--- config.mk ---
export PLATFORM = sky130hd
export DESIGN_NAME = bus_alu_coproc_flat
export DESIGN_NICKNAME = d
export VERILOG_FILES = /design/src/rtl/bus_alu_coproc_if.sv /design/src/rtl/bus_alu_coproc.sv /design/src/flat_wrapper.sv
export SDC_FILE = /design/constraint.sdc
export NUM_CORES = 1
export LEC_CHECK = 0
export CORE_MARGIN = 3
export CORE_UTILIZATION = 46
export DETAILED_ROUTE_END_ITERATION = 10
export PLACE_DENSITY = 0.68
export SYNTH_ARGS = -nofsm -noshare
export SYNTH_HDL_FRONTEND = slang
export SYNTH_SLANG_ARGS = --single-unit
--- constraint.sdc ---
create_clock -name clk -period 4.9 [get_ports clk]
set_input_delay 0.735 -clock clk [delete_from_list [all_inputs] [get_ports clk]]
set_output_delay 0.735 -clock clk [all_outputs]
set_load 0.01 [all_outputs]
--- src/rtl/bus_alu_coproc_if.sv ---
// bus_alu_coproc_if: control, operand-fetch and writeback signals between a bus owner and the ALU coprocessor
interface bus_alu_coproc_if #(parameter int WIDTH = 4);
  logic             start;
  logic [3:0]       opcode;
  logic [WIDTH-1:0] imm;
  logic [3:0]       bus_req;
  logic             bus_ready;
  logic [WIDTH-1:0] bus_in;
  logic [WIDTH-1:0] bus_out;
  logic [WIDTH-1:0] bus_oe;
  logic             oe_n;
  logic             carry;
  logic             zero;
  logic             busy;
  logic             done;
  logic             err;
  modport master (
    output start, opcode, imm, bus_ready, bus_in, oe_n,
    input  bus_req, bus_out, bus_oe, carry, zero, busy, done, err
  );
  modport slave (
    input  start, opcode, imm, bus_ready, bus_in, oe_n,
    output bus_req, bus_out, bus_oe, carry, zero, busy, done, err
  );
endinterface

--- src/rtl/bus_alu_coproc.sv ---
// bus_alu_coproc: latches opcode/imm, fetches operand B over the bus, runs one of eight ALU ops and writes the result back
module bus_alu_coproc #(
  parameter int WIDTH   = 4,
  parameter int TIMEOUT = 16
) (
  input logic             clk,
  input logic             rst,
  bus_alu_coproc_if.slave bus
);
  localparam int SW = $clog2(WIDTH);
  localparam int CW = $clog2(TIMEOUT + 1) + 1;
  typedef enum logic [2:0] {IDLE, REQ, FETCH, EXEC, WB, DONE} state_t;
  state_t           state;
  logic [3:0]       op;
  logic [WIDTH-1:0] a, b;
  logic [CW-1:0]    cnt;
  logic [WIDTH:0]   ax, bx, res;
  logic             cy, expired, alu_op;
  assign ax      = {1'b0, a};
  assign bx      = {1'b0, b};
  assign alu_op  = op inside {[4'd1:4'd8]};
  assign expired = (TIMEOUT != 0) && (cnt == CW'(TIMEOUT - 1));
  always_comb begin
    res = '0;
    case (op)
      4'd1:       res = ax + bx;
      4'd2, 4'd8: res = ax - bx;
      4'd3:       res = ax & bx;
      4'd4:       res = ax | bx;
      4'd5:       res = ax ^ bx;
      4'd6:       res = {1'b0, a << b[SW-1:0]};
      4'd7:       res = {1'b0, a >> b[SW-1:0]};
      default:    res = '0;
    endcase
    cy = (op == 4'd1) ? res[WIDTH] : (op == 4'd2 || op == 4'd8) ? ~res[WIDTH] : 1'b0;
  end
  // cnt clears on every transition; only the waiting branches keep it running
  always_ff @(posedge clk or posedge rst) begin
    if (rst) begin
      state       <= IDLE;
      op          <= '0;
      a           <= '0;
      b           <= '0;
      cnt         <= '0;
      bus.bus_req <= '0;
      bus.bus_out <= '0;
      bus.bus_oe  <= '0;
      bus.carry   <= 1'b0;
      bus.zero    <= 1'b0;
      bus.busy    <= 1'b0;
      bus.done    <= 1'b0;
      bus.err     <= 1'b0;
    end else begin
      cnt <= '0;
      case (state)
        IDLE: if (bus.start) begin
          op       <= bus.opcode;
          a        <= bus.imm;
          bus.busy <= 1'b1;
          if (bus.opcode inside {[4'd1:4'd8]}) begin
            state       <= REQ;
            bus.bus_req <= 4'b0011;
          end else state <= EXEC;
        end
        REQ: if (bus.bus_ready) begin
          state       <= FETCH;
          bus.bus_req <= 4'b0001;
        end else if (expired) begin
          state       <= DONE;
          bus.bus_req <= '0;
          bus.done    <= 1'b1;
          bus.err     <= 1'b1;
        end else cnt <= cnt + CW'(1);
        FETCH: if (bus.bus_ready) begin
          state       <= EXEC;
          b           <= bus.bus_in;
          bus.bus_req <= '0;
        end else if (expired) begin
          state       <= DONE;
          bus.bus_req <= '0;
          bus.done    <= 1'b1;
          bus.err     <= 1'b1;
        end else cnt <= cnt + CW'(1);
        // NOP and illegal opcodes pass through here without touching flags or bus_out
        EXEC: begin
          if (alu_op) begin
            bus.carry <= cy;
            bus.zero  <= (res[WIDTH-1:0] == '0);
          end
          if (alu_op && op != 4'd8) begin
            state       <= WB;
            bus.bus_out <= res[WIDTH-1:0];
            bus.bus_oe  <= '1;
          end else begin
            state    <= DONE;
            bus.done <= 1'b1;
            bus.err  <= (op > 4'd8);
          end
        end
        WB: if (!bus.oe_n || expired) begin
          state      <= DONE;
          bus.bus_oe <= '0;
          bus.done   <= 1'b1;
          bus.err    <= bus.oe_n;
        end else cnt <= cnt + CW'(1);
        DONE: begin
          state    <= IDLE;
          bus.done <= 1'b0;
          bus.err  <= 1'b0;
          bus.busy <= 1'b0;
        end
        default: state <= IDLE;
      endcase
    end
  end
endmodule
--- src/flat_wrapper.sv ---
// flat-port wrapper written by rule: the top's interface ports become plain ports
module bus_alu_coproc_flat 
#(
  parameter int WIDTH   = 4,
  parameter int TIMEOUT = 16
)
  (clk, rst, bus_start, bus_opcode, bus_imm, bus_bus_ready, bus_bus_in, bus_oe_n, bus_bus_req, bus_bus_out, bus_bus_oe, bus_carry, bus_zero, bus_busy, bus_done, bus_err);
  bus_alu_coproc_if #(.WIDTH(WIDTH)) bus_i ();
  input logic clk;
  input logic rst;
  input wire logic [$bits(bus_i.start)-1:0] bus_start;
  input wire logic [$bits(bus_i.opcode)-1:0] bus_opcode;
  input wire logic [$bits(bus_i.imm)-1:0] bus_imm;
  input wire logic [$bits(bus_i.bus_ready)-1:0] bus_bus_ready;
  input wire logic [$bits(bus_i.bus_in)-1:0] bus_bus_in;
  input wire logic [$bits(bus_i.oe_n)-1:0] bus_oe_n;
  output wire logic [$bits(bus_i.bus_req)-1:0] bus_bus_req;
  output wire logic [$bits(bus_i.bus_out)-1:0] bus_bus_out;
  output wire logic [$bits(bus_i.bus_oe)-1:0] bus_bus_oe;
  output wire logic [$bits(bus_i.carry)-1:0] bus_carry;
  output wire logic [$bits(bus_i.zero)-1:0] bus_zero;
  output wire logic [$bits(bus_i.busy)-1:0] bus_busy;
  output wire logic [$bits(bus_i.done)-1:0] bus_done;
  output wire logic [$bits(bus_i.err)-1:0] bus_err;
  assign bus_i.start = bus_start;
  assign bus_i.opcode = bus_opcode;
  assign bus_i.imm = bus_imm;
  assign bus_i.bus_ready = bus_bus_ready;
  assign bus_i.bus_in = bus_bus_in;
  assign bus_i.oe_n = bus_oe_n;
  assign bus_bus_req = bus_i.bus_req;
  assign bus_bus_out = bus_i.bus_out;
  assign bus_bus_oe = bus_i.bus_oe;
  assign bus_carry = bus_i.carry;
  assign bus_zero = bus_i.zero;
  assign bus_busy = bus_i.busy;
  assign bus_done = bus_i.done;
  assign bus_err = bus_i.err;
  bus_alu_coproc #(.WIDTH(WIDTH), .TIMEOUT(TIMEOUT)) u_core (.clk(clk), .rst(rst), .bus(bus_i));
endmodule
# == Yosys cells after proc, flatten, opt, wreduce, memory -nomap -nowiden ==
# Cells that the tools add are included.
# W data, S select, Z words.
# word_totals
register_bits,38
output_inout_bits,17
elab_cells,106
# op_classes
addsub,3
magnitude_cmp,5
n_eq_ne,22
shift,2
n_mux,34
bitwise,4
reduce_logical,23
# ops
operator,n
$pmux W5 S7,1
$mux W4,7
$mux W6,3
$eq A4 B3 Y1 const B,4
$mux W3,5
$pmux W3 S5,1
$pmux W4 S3,1
$pmux W6 S2,1
$reduce_and A2 Y1,6
$mux W1,10
$eq A4 B2 Y1 const B,2
$ge A4 B1 Y1 const B,2
$le A4 B4 Y1 const B,2
$ne A2 B1 Y1 const B,4
$pmux W1 S4,2
$pmux W4 S2,1
$add A6 B1 Y6 const B,1
$eq A3 B2 Y1 const B,2
$eq A3 B3 Y1 const B,2
$eq A6 B4 Y1 const B,1
$ne A2 B2 Y1 const B,3
$reduce_and A3 Y1,2
$add A4 B4 Y5,1
$reduce_and A5 Y1,1
23 further kinds,28

# == Logic depth before layout (Yosys ltp) ==
# depth
depth_word,6
depth_mapped,13
depth_no_buf,11

# == Least setup slack after synthesis ==
# OpenSTA, ideal clock, no wires.
# synth_path
kind,register -> register
startpoint,reg u_core.op[1]
endpoint,reg u_core.bus.zero
t_arrival_ps,2673
slack_ps,2102
path_stages_with_launch,14
period_less_slack_ps,2798
path_cell_list,dfrtp_1 > clkbuf_8 > clkbuf_8 > xnor2_1 > or3_1 > nor2b_1 > xnor2_1 > ha_1 > a21o_1 > a31oi_1 > xnor2_1 > a221oi_1 > and4b_1 > mux2_4
# synth_via
elab_chain_len,4
word_cells_on_any_way,15
# synth_lines
element,line,rtl
"start, declared",bus_alu_coproc.sv:14,logic [3:0] op;
"start signal, assigned",bus_alu_coproc.sv:57,op <= bus.opcode;
$eq A4 B4 Y1 / $eq A4 B2 Y1 (equally long branches),bus_alu_coproc.sv:25,case (op)
$reduce_or A2 Y1,bus_alu_coproc.sv:25,
$pmux W5 S7,bus_alu_coproc.sv:25,
$logic_not A4 Y1,bus_alu_coproc.sv:88,bus.zero <= (res[WIDTH-1:0] == '0);
"end signal, assigned",bus_alu_coproc.sv:88,
"end, declared",bus_alu_coproc_if.sv:23,"output bus_req, bus_out, bus_oe, carry, zero, busy, done, err"
# Several ways; a longest one is shown, not always the timed one.
# A chain may end at the register's enable or synchronous reset.

# == Worst setup path after layout ==
# Same ends and word-level chain as after synthesis.

==> metrics <==
status finished clean; boundary pin count 34; hold_sp u_core.cnt[0]; Setup Fix Bufs, Post-CTS 0; most numerous cell in the Yosys netlist dfrtp_1; fillers 466; Post-synth top cells dfrtp_1 (35), nand2_1 (32), o21ai_0 (27); total chip power 1996 uW; Worst slew margin 58.83%; Max Freq 329.6 MHz; number of synthesized flops with an enable pin 0; post-CTS sizing 0; Pins Over Slew Limit 0; top cells by area, synth dfrtp_1 (36%), ha_1 (7.7%), o21ai_0 (5.5%); clock slew at the register clock pins of the worst setup and hold paths 0.08 ns; Root Buffer clkbuf_8; worst-margin pin slew 0.6176 ns; CTS buffer count 5; placed cells 353; DRT Wirelength 5334 um; setup_tns 0 ns; vias in the first global route 1889; post-route insts no fill 361; drt wl/cell 14.78 um; first-pass GRT wire length 9170 um; R2R setup slack 1.87 ns; most used flip-flop cell after synthesis dfrtp_1; Post-route DRC 0; global placer's final weighted congestion 0.8862; total vias in the final route 2002; Netlist cell types 54; Pleak 0.001222 uW; met2 WL 2338 um; share of cells above drive strength 1 9.184%; WL met3 297 um; Post-Syn Nets 300; syn avg cell area 9.185 um^2; Mapped Area 2452 um^2; clk_lat worst skew 0.30 ns; Clock Path Buffers 2; Reg2Reg Launch Point u_core.op[1]; clk_skew 0.004451 ns; Synth top area share 35.71%; largest net degree at the start of global routing 36; PwrDens 702.0 nW/um^2; Final nets 326; RSZ-0062 raised after global routing no; Hold EP u_core.cnt[0]; top layer in use met4; maximum fanout along the worst path 19; synthesized instance count 267; H-tree depth 2; vias per inst 5.546; area leader, netlist dfrtp_1; worst vdd ir 0.3831 mV; R2R Path End u_core.bus.zero; TritonCTS clock tree yes; Seq/Total Area, Yosys 35.71%; total global-route track usage 18.69%; Ys Warns 0; initial antenna violation count 0; WS Path Type reg -> reg; # setup viols final 0; Register-to-Register Path Depth 11; Worst Path Required 5.14 ns; max_cap viols 0; initial DRC count 242; CTS Hold Buffers Added 0; Num Clock Sinks 35; Routed Antenna Nets 0; total gr overflow 0; die area 6243 um^2; WHS Path Cells 1; Yosys reg bits 35; ANT cells 0; TritonRoute pass-1 iters 4; Core Footprint 4942 um^2; Post-synth ARST share 100.0%; CP startpoint kind flop; Hold/Removal Path Class reg -> reg; Data arrival, critical path 3.27 ns; DP Wirelength 3923 um; number of port buffers 33; min Tclk post-route 3.034 ns; met1 WL 2628 um; Die Height 79.02 um; final worst-path cycle share 61.92%; FP Rows 25; Area Growth Syn to Fin 15.97%; final hold vios 0; DIE WIDTH 79.02 um; crit path capture type flop; initial core utilization 49.62%
==> cells by family after synthesis <==
family | count (synthesis) | share of synthesized area, %
muxes | 11 | 5.663
DFF | 35 | 35.71
AOI/OAI and AO/OA | 72 | 19.44
adders and majority gates | 16 | 8.469
buffers and inverters | 31 | 8.418
and+or+nand+nor | 91 | 18.37
xor gates and xnor gates | 11 | 3.929
==> through the flow <==
step	area [um^2]	worst slack, ns	utilization [%]	hold slack [ns]
CTS	2844	1.890	57.54	0.4578
detailed placement	2731	1.912	55.27	0.4477
finish	2844	1.866	57.54	0.4610
floorplan	2452	2.102	-	0.4239
global placement	2731	1.975	55.27	0.4443
global route	2844	1.576	57.54	0.5122
==> routing by layer <==
metal	vias to the layer above	GRT usage, %
met1	940	27.89
met4	0	5.326
li1	990	-
met2	65	27.10
met5	-	0
met3	7	4.082
==> cells in the final DEF, fill, tap and decap left out, types with 7 or more instances in the layout <==
| cell | synthesis | final |
|---|---|---|
| inv_1 | 14 | 14 |
| ha_1 | 15 | 15 |
| a21oi_1 | 10 | 10 |
| nor2b_1 | 8 | 8 |
| dfrtp_1 | 35 | 35 |
| xnor2_1 | 8 | 8 |
| nor2_1 | 23 | 23 |
| clkdlybuf4s50_1 | 0 | 33 |
| nand2b_1 | 7 | 7 |
| o21ai_0 | 27 | 27 |
| nand2_1 | 32 | 32 |
==> report_power, final <==
group | switching, uW | internal (uW) | total (uW) | leakage, uW
Sequential | 222 | 397 | 619 | 0.000435
Combinational | 552 | 559 | 1110 | 0.000729
Clock | 115 | 151 | 267 | 0.0000581
Total | 889 | 1110 | 2000 | 0.00122
==> final cells by class <==
type / instances / area [um^2] / share of cell area, %
multi-input cells: 201 / 1370 / 48.17
flip-flops and latches: 35 / 875.8 / 30.80
repair buffers: 35 / 345.3 / 12.14
well taps: 67 / 83.83 / 2.948
clock buffers: 5 / 68.82 / 2.420
inverters: 15 / 56.30 / 1.980
clock inverters: 3 / 43.79 / 1.540
==> worst max path at each step <==
stage	start	end	slack [ns]	cells after the start
CTS	u_core.op[1]	u_core.bus.zero	1.89	11
detailed placement	u_core.op[1]	u_core.bus.zero	1.91	11
global placement	u_core.op[1]	u_core.bus.zero	1.97	11
global route	u_core.op[1]	u_core.bus.zero	1.58	11
finish	u_core.op[1]	u_core.bus.zero	1.87	11
floorplan	u_core.op[1]	u_core.bus.zero	2.10	13
==> critical path: stages (launching register included) <==
cell and delay (ns):
dfrtp_1 0.74, xnor2_1 0.11, or3_1 0.37, nor2b_1 0.16
xnor2_1 0.12, ha_1 0.34, a21o_1 0.18, a31oi_1 0.17
xnor2_1 0.09, a221oi_1 0.32, and4b_1 0.24, mux2_4 0.13
==> sequential cells by signal, indices dropped and copies added, names as in the netlist, 3 cells and up <==
name,count
u_core.op,4
u_core.bus.bus_out,4
u_core.a,4
u_core.b,4
u_core.cnt,6
u_core.bus.bus_req,4
u_core.state,3
No activity file was read; power rests on OpenSTA's default activity.
